### config.mk
export PLATFORM = sky130hd
export DESIGN_NAME = digit_serial_adder
export DESIGN_NICKNAME = d
export VERILOG_FILES = /design/src/rtl/digit_serial_adder.sv
export SDC_FILE = /design/constraint.sdc
export NUM_CORES = 1
export LEC_CHECK = 0
export BUFFER_PORTS_ARGS = -buffer_cell sky130_fd_sc_hd__buf_2
export CAP_MARGIN = 40
export CORE_MARGIN = 5
export CORE_UTILIZATION = 55
export DETAILED_ROUTE_END_ITERATION = 8
export PLACE_DENSITY_LB_ADDON = 0.25
export SETUP_SLACK_MARGIN = 0.5
export SLEW_MARGIN = 20
export SYNTH_ARGS = -nofsm -noshare
export SYNTH_HDL_FRONTEND = slang
export SYNTH_SLANG_ARGS = --single-unit
export TNS_END_PERCENT = 50
### constraint.sdc
create_clock -name clk -period 4.3 [get_ports clk]
set_input_delay 0.645 -clock clk [delete_from_list [all_inputs] [get_ports clk]]
set_output_delay 0.645 -clock clk [all_outputs]
set_load 0.005 [all_outputs]
### src/rtl/digit_serial_adder.sv
`timescale 1ns / 1ps
// Digit-serial add/subtract unit: adds two WIDTH-bit operands DIGIT bits per clock,
// carrying between digits, behind valid/ready handshakes on input and output.
module digit_serial_adder #(
  parameter int unsigned WIDTH = 16,
  parameter int unsigned DIGIT = 4
) (
  input  logic             clk,
  input  logic             reset_n,
  input  logic             in_valid,
  output logic             in_ready,
  input  logic [WIDTH-1:0] a,
  input  logic [WIDTH-1:0] b,
  input  logic             carryin,
  input  logic             subtract,
  output logic             out_valid,
  input  logic             out_ready,
  output logic [WIDTH-1:0] sum,
  output logic             carryout,
  output logic             overflow
);

  if (WIDTH < 1 || DIGIT < 1 || DIGIT > WIDTH || (WIDTH % DIGIT) != 0) begin : g_bad_params
    $error("digit_serial_adder: need 1 <= DIGIT <= WIDTH and WIDTH %% DIGIT == 0");
  end

  localparam int unsigned N  = WIDTH / DIGIT;
  localparam int unsigned CW = (N > 1) ? $clog2(N) : 1;
  localparam logic [CW-1:0] LastCnt = CW'(N - 1);

  localparam logic [1:0] StIdle = 2'd0;
  localparam logic [1:0] StRun  = 2'd1;
  localparam logic [1:0] StDone = 2'd2;

  logic [1:0]       state_q, state_d;
  logic [CW-1:0]    cnt_q, cnt_d;
  logic [WIDTH-1:0] opa_q, opa_d, opb_q, opb_d, res_q, res_d;
  logic             carry_q, carry_d, sign_a_q, sign_a_d, sign_b_q, sign_b_d;
  logic [WIDTH-1:0] sum_q, sum_d;
  logic             cout_q, cout_d, ovf_q, ovf_d;

  logic [DIGIT:0]   digit_sum;
  logic [WIDTH-1:0] digit_ext;
  logic [WIDTH-1:0] res_next;

  always_comb begin
    digit_sum = {1'b0, opa_q[DIGIT-1:0]} + {1'b0, opb_q[DIGIT-1:0]}
              + {{DIGIT{1'b0}}, carry_q};
    digit_ext = WIDTH'(digit_sum[DIGIT-1:0]);
    // New digit enters at the top; after N steps the LSB digit has reached bit 0.
    res_next  = (res_q >> DIGIT) | (digit_ext << (WIDTH - DIGIT));
  end

  always_comb begin
    state_d  = state_q;
    cnt_d    = cnt_q;
    opa_d    = opa_q;
    opb_d    = opb_q;
    res_d    = res_q;
    carry_d  = carry_q;
    sign_a_d = sign_a_q;
    sign_b_d = sign_b_q;
    sum_d    = sum_q;
    cout_d   = cout_q;
    ovf_d    = ovf_q;
    unique case (state_q)
      StIdle: begin
        if (in_valid) begin
          // Subtract is A + ~B with carryin acting as an active-high borrow-in.
          opa_d    = a;
          opb_d    = b ^ {WIDTH{subtract}};
          carry_d  = carryin ^ subtract;
          sign_a_d = a[WIDTH-1];
          sign_b_d = b[WIDTH-1] ^ subtract;
          res_d    = '0;
          cnt_d    = '0;
          state_d  = StRun;
        end
      end
      StRun: begin
        opa_d   = opa_q >> DIGIT;
        opb_d   = opb_q >> DIGIT;
        carry_d = digit_sum[DIGIT];
        res_d   = res_next;
        cnt_d   = cnt_q + CW'(1);
        if (cnt_q == LastCnt) begin
          sum_d   = res_next;
          cout_d  = digit_sum[DIGIT];
          ovf_d   = (sign_a_q == sign_b_q) && (res_next[WIDTH-1] != sign_a_q);
          state_d = StDone;
        end
      end
      StDone: begin
        if (out_ready) state_d = StIdle;
      end
      default: state_d = StIdle;
    endcase
  end

  always_ff @(posedge clk or negedge reset_n) begin
    if (!reset_n) begin
      state_q  <= StIdle;
      cnt_q    <= '0;
      opa_q    <= '0;
      opb_q    <= '0;
      res_q    <= '0;
      carry_q  <= 1'b0;
      sign_a_q <= 1'b0;
      sign_b_q <= 1'b0;
      sum_q    <= '0;
      cout_q   <= 1'b0;
      ovf_q    <= 1'b0;
    end else begin
      state_q  <= state_d;
      cnt_q    <= cnt_d;
      opa_q    <= opa_d;
      opb_q    <= opb_d;
      res_q    <= res_d;
      carry_q  <= carry_d;
      sign_a_q <= sign_a_d;
      sign_b_q <= sign_b_d;
      sum_q    <= sum_d;
      cout_q   <= cout_d;
      ovf_q    <= ovf_d;
    end
  end

  assign in_ready  = (state_q == StIdle);
  assign out_valid = (state_q == StDone);
  assign sum       = sum_q;
  assign carryout  = cout_q;
  assign overflow  = ovf_q;

endmodule

==> flow_metrics.tcl, run 1 <==
set metrics [dict create \
    run_status "finished clean" \
    min_period_ps 1960 \
    grt_pass1_wl_um 11400 \
    nets 394 \
    ys.flop_type "dfrtp_1" \
    io_pins 58 \
    synth_cells 295 \
    clockBufferDepth 2 \
    dieHeight_um 84.8 \
    gp_congestion 0.768 \
    wl_met2_um 3130 \
    worstMarginPinSlew_ps 617 \
    tns_ps 0 \
    clock-sinks 69 \
    synth_top_area_frac 0.561 \
    rsz0062_at_grt "no" \
    antenna_found_initial 0 \
    wl_um 6450 \
    numCtsBuffers 9 \
    route.detailed.drc 0 \
    via_count 2342 \
    cts-root-buf "clkbuf_8" \
    final-seq-area_um2 1730 \
    htreeDepth 3 \
    place_ws_ps 2160 \
    drt-pass1-iter-count 6 \
    syn_nets 339 \
    multi_input_area_um2 1250 \
    yosysUniqueCellTypes 33 \
    cts_setup_buffers 0 \
    fmax_mhz 511 \
    synth_area_leader_cell "dfrtp_1" \
    p_leak_nw 1.76 \
    hold_path.class "primary input to async pin" \
    die_w_um 84.8 \
    yosys.cell_count.top_type "dfrtp_1" \
    dpl.hpwl_um 4430 \
    cp-start-kind "register" \
    coreArea_um2 5470 \
    cts_resized 0 \
    setup_viol 0 \
    initial_core_util 0.563 \
    synth_edf_count 0 \
    grt_max_degree 47 \
    drv_slew 0 \
    whs_ps 296 \
    drt_iter0_drc 168 \
    avgSynthCellArea_um2 10.4 \
    n_antenna_cell 0 \
    yosys_warnings 0 \
    crit_path_max_fanout 29 \
    max_slew_margin 0.588 \
    synth_seq_cells 69 \
    wl_met3_um 413 \
    wl_met1_um 2790 \
    cp.arrival_ps 2180 \
    netlist_top_cells_count "dfrtp_1 (69), nand2_1 (68), nor2_1 (28)" \
    max_cap_violations 0 \
    cts_tree "yes" \
    clk_pin_slew_worst_paths_ps 70 \
    cts.hold.buffers_added 0 \
    grt_overflow 0 \
    wl_per_cell_um 15.1 \
    fp.dieArea_um2 7200 \
    drive_above_1_share 0.268 \
    setup_slack_ps 2340 \
    num_rows 27 \
    viasPerCell 5.48 \
    drtAntennaViolNets 0 \
    required_ps 4530 \
    io_buffer_count 57 \
    syn_to_final_growth_pct 18.5 \
    max-vdd-ir-drop_mv 0.500 \
    ys_seq_area_frac 0.561 \
    synthesis.area_um2 3080 \
    power_density_nw_per_um2 788 \
    critPathKind "register to register" \
    highest_layer "met4" \
    final_util 0.667 \
    fin_worst_skew_ps 6.34 \
    fill_cells 466 \
    synth_area_leaders "dfrtp_1 (56%), nand2_1 (8.3%), mux2_2 (4.8%)" \
    grt_usage 0.200 \
    cp-end-kind "register" \
    finalCritPeriodShare 0.455 \
    grt_pass1_vias 2373 \
    insertion_delay_ps 340 \
    async_flop_share 1.00 \
    hold_violations 0 \
]
power breakdown:
| part | switching [mW] | leakage (nW) | internal (mW) |
|---|---|---|---|
| sequential | 0.200 | 0.867 | 0.962 |
| combinational | 0.643 | 0.789 | 0.508 |
| clock | 0.247 | 0.106 | 0.315 |
stage by stage:
stage	total power [mW]	std cells	cell area, um^2
2_1_floorplan	1.97	295	3080
3_3_place_gp	2.25	408	3390
3_5_place_dp	2.32	410	3420
4_1_cts	2.89	426	3630
5_1_grt	3.13	427	3650
6_report	2.88	427	3650
critical path, cell delays in order, from the launching register on:
cell,delay [ps]
dfrtp_1,440
nor2b_2,170
buf_4,310
nand2_1,340
buf_8,260
mux2_1,310
logic make-up (layout without fill, tap and decap cells):
| family | after synthesis | in the layout | share of synthesized area |
|---|---|---|---|
| compound gates | 58 | 58 | 0.126 |
| xor+xnor | 19 | 19 | 0.0540 |
| fa+ha+maj | 6 | 6 | 0.0293 |
| buf+inv | 21 | 81 | 0.0358 |
| flops | 69 | 69 | 0.561 |
| mux | 14 | 14 | 0.0512 |
| simple gates | 108 | 108 | 0.143 |
state kept, by name (all words and copies together), names as in the netlist:
name      count
carry_q       1
carryout      1
cnt_q         2
opa_q        16
opb_q        16
overflow      1
res_q        12
sign_a_q      1
sign_b_q      1
state_q       2
sum          16
layer usage:
layer	vias to the layer above	track usage
li1	1113	-
met1	1151	0.271
met2	69	0.312
met3	9	0.0417
met4	0	0.0906
met5	-	0
final timing paths:
kind / start / endpoint / slack [ps] / cells past startpoint
worst min-delay path: reset_n / opa_q[12]$_DFFE_PN0P_ / 300 / 1
worst min register to register: sum[15]$_DFFE_PN0P_ / sum[15]$_DFFE_PN0P_ / 490 / 2
worst max register to register: state_q[0]$_DFFE_PN0P_ / sum[10]$_DFFE_PN0P_ / 2340 / 5
worst max-delay path: state_q[0]$_DFFE_PN0P_ / sum[10]$_DFFE_PN0P_ / 2340 / 5
max in group asynchronous: reset_n / opb_q[0]$_DFFE_PN0P_ / 3330 / 2
min in group clk: out_ready / state_q[1]$_DFFE_PN0P_ / 480 / 2
cell usage in the layout (no fill, tap or decap), drive strengths merged:
| cell type | n |
|---|---|
| a31oi | 12 |
| inv | 1 |
| a221o | 12 |
| nand3 | 4 |
| nand2 | 68 |
| xor2 | 3 |
| a21oi | 2 |
| nand2b | 2 |
| buf | 64 |
| a211oi | 3 |
| nor2b | 1 |
| o2111ai | 1 |
| a21o | 2 |
| clkinv | 1 |
| mux2 | 14 |
| nor2 | 29 |
| bufinv | 1 |
| or3 | 1 |
| ha | 4 |
| nor3b | 2 |
| dfrtp | 69 |
| clkbuf | 13 |
| xnor2 | 16 |
| o21ai | 24 |
| a22oi | 1 |
| and3b | 1 |
| fa | 2 |
| a211o | 1 |
| clkinvlp | 1 |
cell type report:
type	instances	share of cell area
clock inverter	3	0.0117
multi-input combinational	205	0.343
tap	72	0.0247
timing repair buffer	64	0.100
inverter	1	0.00103
sequential	69	0.473
clock buffer	13	0.0463
Note: power is estimated with default switching activity, not from simulation.
==> run 2, diff against run 1 <==
- CORE_UTILIZATION: 55 -> 49
- clock period: 4.3 -> 1.6 ns (I/O delays scaled with it)
==> flow_metrics.tcl, run 2 (same netlist as run 1, synthesis figures left out) <==
set metrics [dict create \
    wl_met3_um 348 \
    final_util 0.680 \
    pwr-share-seq 0.361 \
    critPathMaxStageDelay_ps 410 \
    hold_path.class "primary input to register" \
    cts-root-buf "clkbuf_8" \
    p_comb_frac 0.480 \
    slowest_stage "dfrtp_1" \
    io_pins 58 \
    clockPowerShare 0.159 \
    cp.arrival_ps 1920 \
    drv_slew 0 \
    grt_max_degree 47 \
    fmax_mhz 589 \
    worstMarginPinSlew_ps 491 \
    drive_above_1_share 0.417 \
    switching_share 0.377 \
    insertion_delay_ps 350 \
    hold_violations 0 \
    setup_slack_ps -97.3 \
    clockBufferDepth 2 \
    initial_core_util 0.511 \
    dieHeight_um 89.3 \
    finalCritPeriodShare 1.06 \
    viasPerCell 5.28 \
    required_ps 1820 \
    htreeDepth 3 \
    final_cell_mix "dfrtp_1 (68), buf_2 (57), nand2_1 (47), nor2_1 (24)" \
    rsz0062_at_grt "yes" \
    fp.dieArea_um2 7970 \
    cp_top_family "adder cells" \
    setup_viol 5 \
    route.detailed.drc 0 \
    num_rows 28 \
    max_slew_margin 0.673 \
    wl_met2_um 3380 \
    p_leak_nw 1.99 \
    grt_usage 0.187 \
    grt_pass1_vias 2355 \
    path_buf_inv 0 \
    min_period_ps 1700 \
    path_cells "fa_2 > fa_2 > a21o_1 > a21oi_2 > o21ai_1" \
    nets 411 \
    drtAntennaViolNets 0 \
    antenna_found_initial 0 \
    grt_overflow 0 \
    drt-pass1-iter-count 4 \
    drt_iter0_drc 130 \
    final_common_cell "dfrtp_1" \
    critPathMostFrequentCell "fa_2" \
    gp_congestion 0.818 \
    highest_layer "met4" \
    wl_um 6930 \
    die_w_um 89.3 \
    wl_per_cell_um 15.5 \
    cp-start-kind "register" \
    netSwitchingPower_mw 3.34 \
    clock-sinks 69 \
    p_int_mw 5.51 \
    clk_pin_slew_worst_paths_ps 70 \
    numCtsBuffers 9 \
    power_density_nw_per_um2 2160 \
    violations "setup timing" \
    n_antenna_cell 0 \
    syn_to_final_growth_pct 33.1 \
    fin_worst_skew_ps 9.13 \
    tns_ps -289 \
    io_buffer_count 57 \
    cts_tree "yes" \
    dpl.hpwl_um 4410 \
    crit_path_max_fanout 2 \
    critPathKind "register to register" \
    via_count 2359 \
    max_cap_violations 0 \
    cp-end-kind "register" \
    run_status "complete, but fails checks" \
    grt_pass1_wl_um 11300 \
    wl_met1_um 3060 \
    max-vdd-ir-drop_mv 1.09 \
    coreArea_um2 6030 \
]
run 2: cell types whose count changed in the layout (fill, tap and decap cells not counted), sizes merged:
cell / change
buf: +15
clkbuf: +4
bufinv: -1
clkinv: -1
clkinvlp: -1
dlygate4sd3: +1
run 2: repair_timing:
| item | in CTS | in global routing |
|---|---|---|
| endpoints found under the hold margin | 18 | 0 |
| buffers inserted | 7 | 5 |
| resized for setup | 56 | 3 |
| setup endpoints to repair | 83 | 89 |
| pin swaps | 42 | 4 |
| gates cloned | 0 | 1 |
| hold buffers | 1 | 0 |
run 2: worst paths after layout:
| check | start | endpoint | slack [ps] | cells after the start |
|---|---|---|---|---|
| min in group asynchronous | reset_n | sum[12]$_DFFE_PN0P_ | 390 | 2 |
| setup / recovery | opa_q[0]$_DFFE_PN0P_ | carry_q$_DFFE_PN0P_ | -100 | 5 |
| hold / removal | out_ready | state_q[1]$_DFFE_PN0P_ | 70 | 2 |
| hold reg to reg | sum[15]$_DFFE_PN0P_ | sum[15]$_DFFE_PN0P_ | 480 | 2 |
| setup reg to reg | opa_q[0]$_DFFE_PN0P_ | carry_q$_DFFE_PN0P_ | -100 | 5 |
| max in group asynchronous | reset_n | opb_q[7]$_DFFE_PN0P_ | 700 | 3 |
run 2: metrics by stage:
step	hold WS (ps)	setup slack, ps	std cells	cell area [um^2]	total power, mW
2_1_floorplan	-55.6	-37.0	295	3230	5.72
3_3_place_gp	235	-82.8	417	3600	6.56
3_5_place_dp	231	-110	417	3600	6.73
4_1_cts	66.0	-87.5	441	4030	8.69
5_1_grt	86.2	-148	447	4100	9.54
6_report	68.5	-97.3	447	4100	8.85
run 2: layer usage:
layer,GRT usage,vias to the layer above
li1,-,1155
met1,0.241,1132
met2,0.304,58
met3,0.0433,14
met4,0.0785,0
met5,0,-
run 2: power groups by stage:
stage | clock [mW] | combinational [mW] | sequential, mW
after floorplan | 0 | 2.64 | 3.07
after global placement | 0 | 3.41 | 3.14
after detailed placement | 0 | 3.54 | 3.19
after CTS | 1.42 | 4.08 | 3.19
after global routing | 1.51 | 4.72 | 3.32
final | 1.41 | 4.25 | 3.20
run 2: area by class of cell:
class	instances	area [um^2]
flip-flops and latches	69	1730
clock buffers	16	200
multi-input cells	205	1510
inverters	1	3.75
fillers	481	1930
repair buffers	81	563
well taps	75	93.8
run 2: worst reg2reg max path: cells and delay by family, from the launching register on:
kind                     cells  cell delay, ps
flip-flops                   1             410
adder cells (fa/ha/maj)      2             770
AO/OA/AOI/OAI                3             400
==> run 3, diff against run 2 <==
- CORE_UTILIZATION: 49 -> 52
- CTS_BUF_LIST: default -> sky130_fd_sc_hd__clkbuf_4
- RECOVER_POWER: default -> 50
==> flow_metrics.tcl, run 3 (same netlist as run 1, synthesis figures left out) <==
set metrics [dict create \
    drv_slew 0 \
    ff2ff_setup_slack_ps -170 \
    gp_congestion 0.750 \
    final_cell_mix "dfrtp_1 (68), buf_2 (56), nand2_1 (47), nor2_1 (24)" \
    grt_pass1_wl_um 12000 \
    drt_iter0_drc 126 \
    dp_cells 416 \
    n_antenna_cell 0 \
    die_w_um 87.0 \
    numCtsBuffers 9 \
    tns_ps -879 \
    route.detailed.drc 0 \
    place_ws_ps -111 \
    nets 422 \
    max_slew_margin 0.381 \
    netSwitchingPower_mw 3.81 \
    num_rows 28 \
    grt_usage 0.205 \
    antenna_found_initial 0 \
    coreArea_um2 5850 \
    violations "setup timing" \
    cp-start-kind "register" \
    worstMarginPinSlew_ps 928 \
    required_ps 1870 \
    setup_slack_ps -172 \
    initial_core_util 0.526 \
    grt_max_degree 70 \
    grt_overflow 0 \
    insertion_delay_ps 390 \
    p_comb_frac 0.556 \
    cts_tree "yes" \
    stdcell_count 458 \
    p_int_mw 5.56 \
    fp.dieArea_um2 7560 \
    p_leak_nw 2.09 \
    via_count 2544 \
    grt_pass1_vias 2433 \
    syn_to_final_growth_pct 40.7 \
    io_buffer_count 57 \
    rsz0062_at_grt "yes" \
    cp.arrival_ps 2040 \
    pwr-share-seq 0.344 \
    htreeDepth 3 \
    dieHeight_um 87.0 \
    final_common_cell "dfrtp_1" \
    critPathKind "register to register" \
    finalCritPeriodShare 1.11 \
    final_area_um2 4330 \
    whs_ps 43.4 \
    clockPowerShare 0.100 \
    dpl.hpwl_um 4160 \
    max-vdd-ir-drop_mv 1.08 \
    clock-sinks 69 \
    max_cap_violations 0 \
    clk_pin_slew_worst_paths_ps 100 \
    fin_worst_skew_ps 16.5 \
    wl_per_cell_um 18.2 \
    fmax_mhz 564 \
    final_util 0.741 \
    run_status "complete, but fails checks" \
    setup_viol 9 \
    wl_um 8350 \
    fill_cells 401 \
    cts-root-buf "clkbuf_4" \
    hold_violations 0 \
    finalPower_mw 9.37 \
    clockBufferDepth 2 \
    io_pins 58 \
    drive_above_1_share 0.460 \
    crit_path_max_fanout 2 \
    post_dp_cell_area_um2 3580 \
    viasPerCell 5.55 \
    min_period_ps 1770 \
    hold_path.class "primary input to register" \
    power_density_nw_per_um2 2160 \
    drt-pass1-iter-count 4 \
    switching_share 0.407 \
    cp-end-kind "register" \
    drtAntennaViolNets 0 \
]
-- run 3: changes by cell type in the layout (fill, tap and decap cells not counted), sizes merged --
cell / previous run / this run
nand2: 68 / 70
clkinv: 0 / 4
nor2: 29 / 30
dlygate4sd3: 1 / 2
buf: 79 / 82
-- run 3: repair_timing --
item                                    in CTS  in global routing
hold buffers                                 2                  0
resized for setup                           74                 20
gates cloned                                 3                  6
pin swaps                                   39                 51
endpoints found under the hold margin       70                  0
endpoints found under the setup margin      89                 89
setup buffers                               11                  4
-- run 3: worst paths after layout --
path / endpoint / cells past startpoint / start
min in group asynchronous: sum[7]$_DFFE_PN0P_ / 3 / reset_n
worst max-delay path: carry_q$_DFFE_PN0P_ / 5 / carry_q$_DFFE_PN0P_
worst min-delay path: opa_q[14]$_DFFE_PN0P_ / 3 / a[14]
worst min register to register: sum[1]$_DFFE_PN0P_ / 1 / sum[1]$_DFFE_PN0P_
max in group asynchronous: state_q[0]$_DFFE_PN0P_ / 3 / reset_n
worst max register to register: carry_q$_DFFE_PN0P_ / 5 / carry_q$_DFFE_PN0P_
-- run 3: layer usage --
layer,part of all wire,vias up,track usage
met1,0.41,1260,0.279
met5,0,-,0
met2,0.51,87,0.333
met4,0.027,0,0.0807
met3,0.052,17,0.0293
li1,-,1180,-
-- run 3: worst max-delay path, cell delays in order, from the launching register on --
cell     delay [ps]
dfrtp_1         430
fa_2            440
fa_2            370
a21o_1          200
a21oi_2         160
o21ai_1          70
-- run 3: area by class of cell --
| class | instances | area, um^2 | share of cell area |
|---|---|---|---|
| multi-input combinational | 208 | 1650 | 0.382 |
| clock buffer | 12 | 90.1 | 0.0208 |
| sequential | 69 | 1730 | 0.399 |
| inverter | 1 | 3.75 | 0.000866 |
| clock inverter | 4 | 16.3 | 0.00375 |
| timing repair buffer | 89 | 747 | 0.172 |
| tap | 75 | 93.8 | 0.0217 |
-- run 3: power by group through the flow --
stage	Sequential [mW]	Clock [mW]	Combinational [mW]
CTS	3.19	0.954	4.53
global placement	3.15	0	3.40
global route	3.32	1.02	5.61
finish	3.22	0.938	5.21
detailed placement	3.19	0	3.52
floorplan	3.07	0	2.64
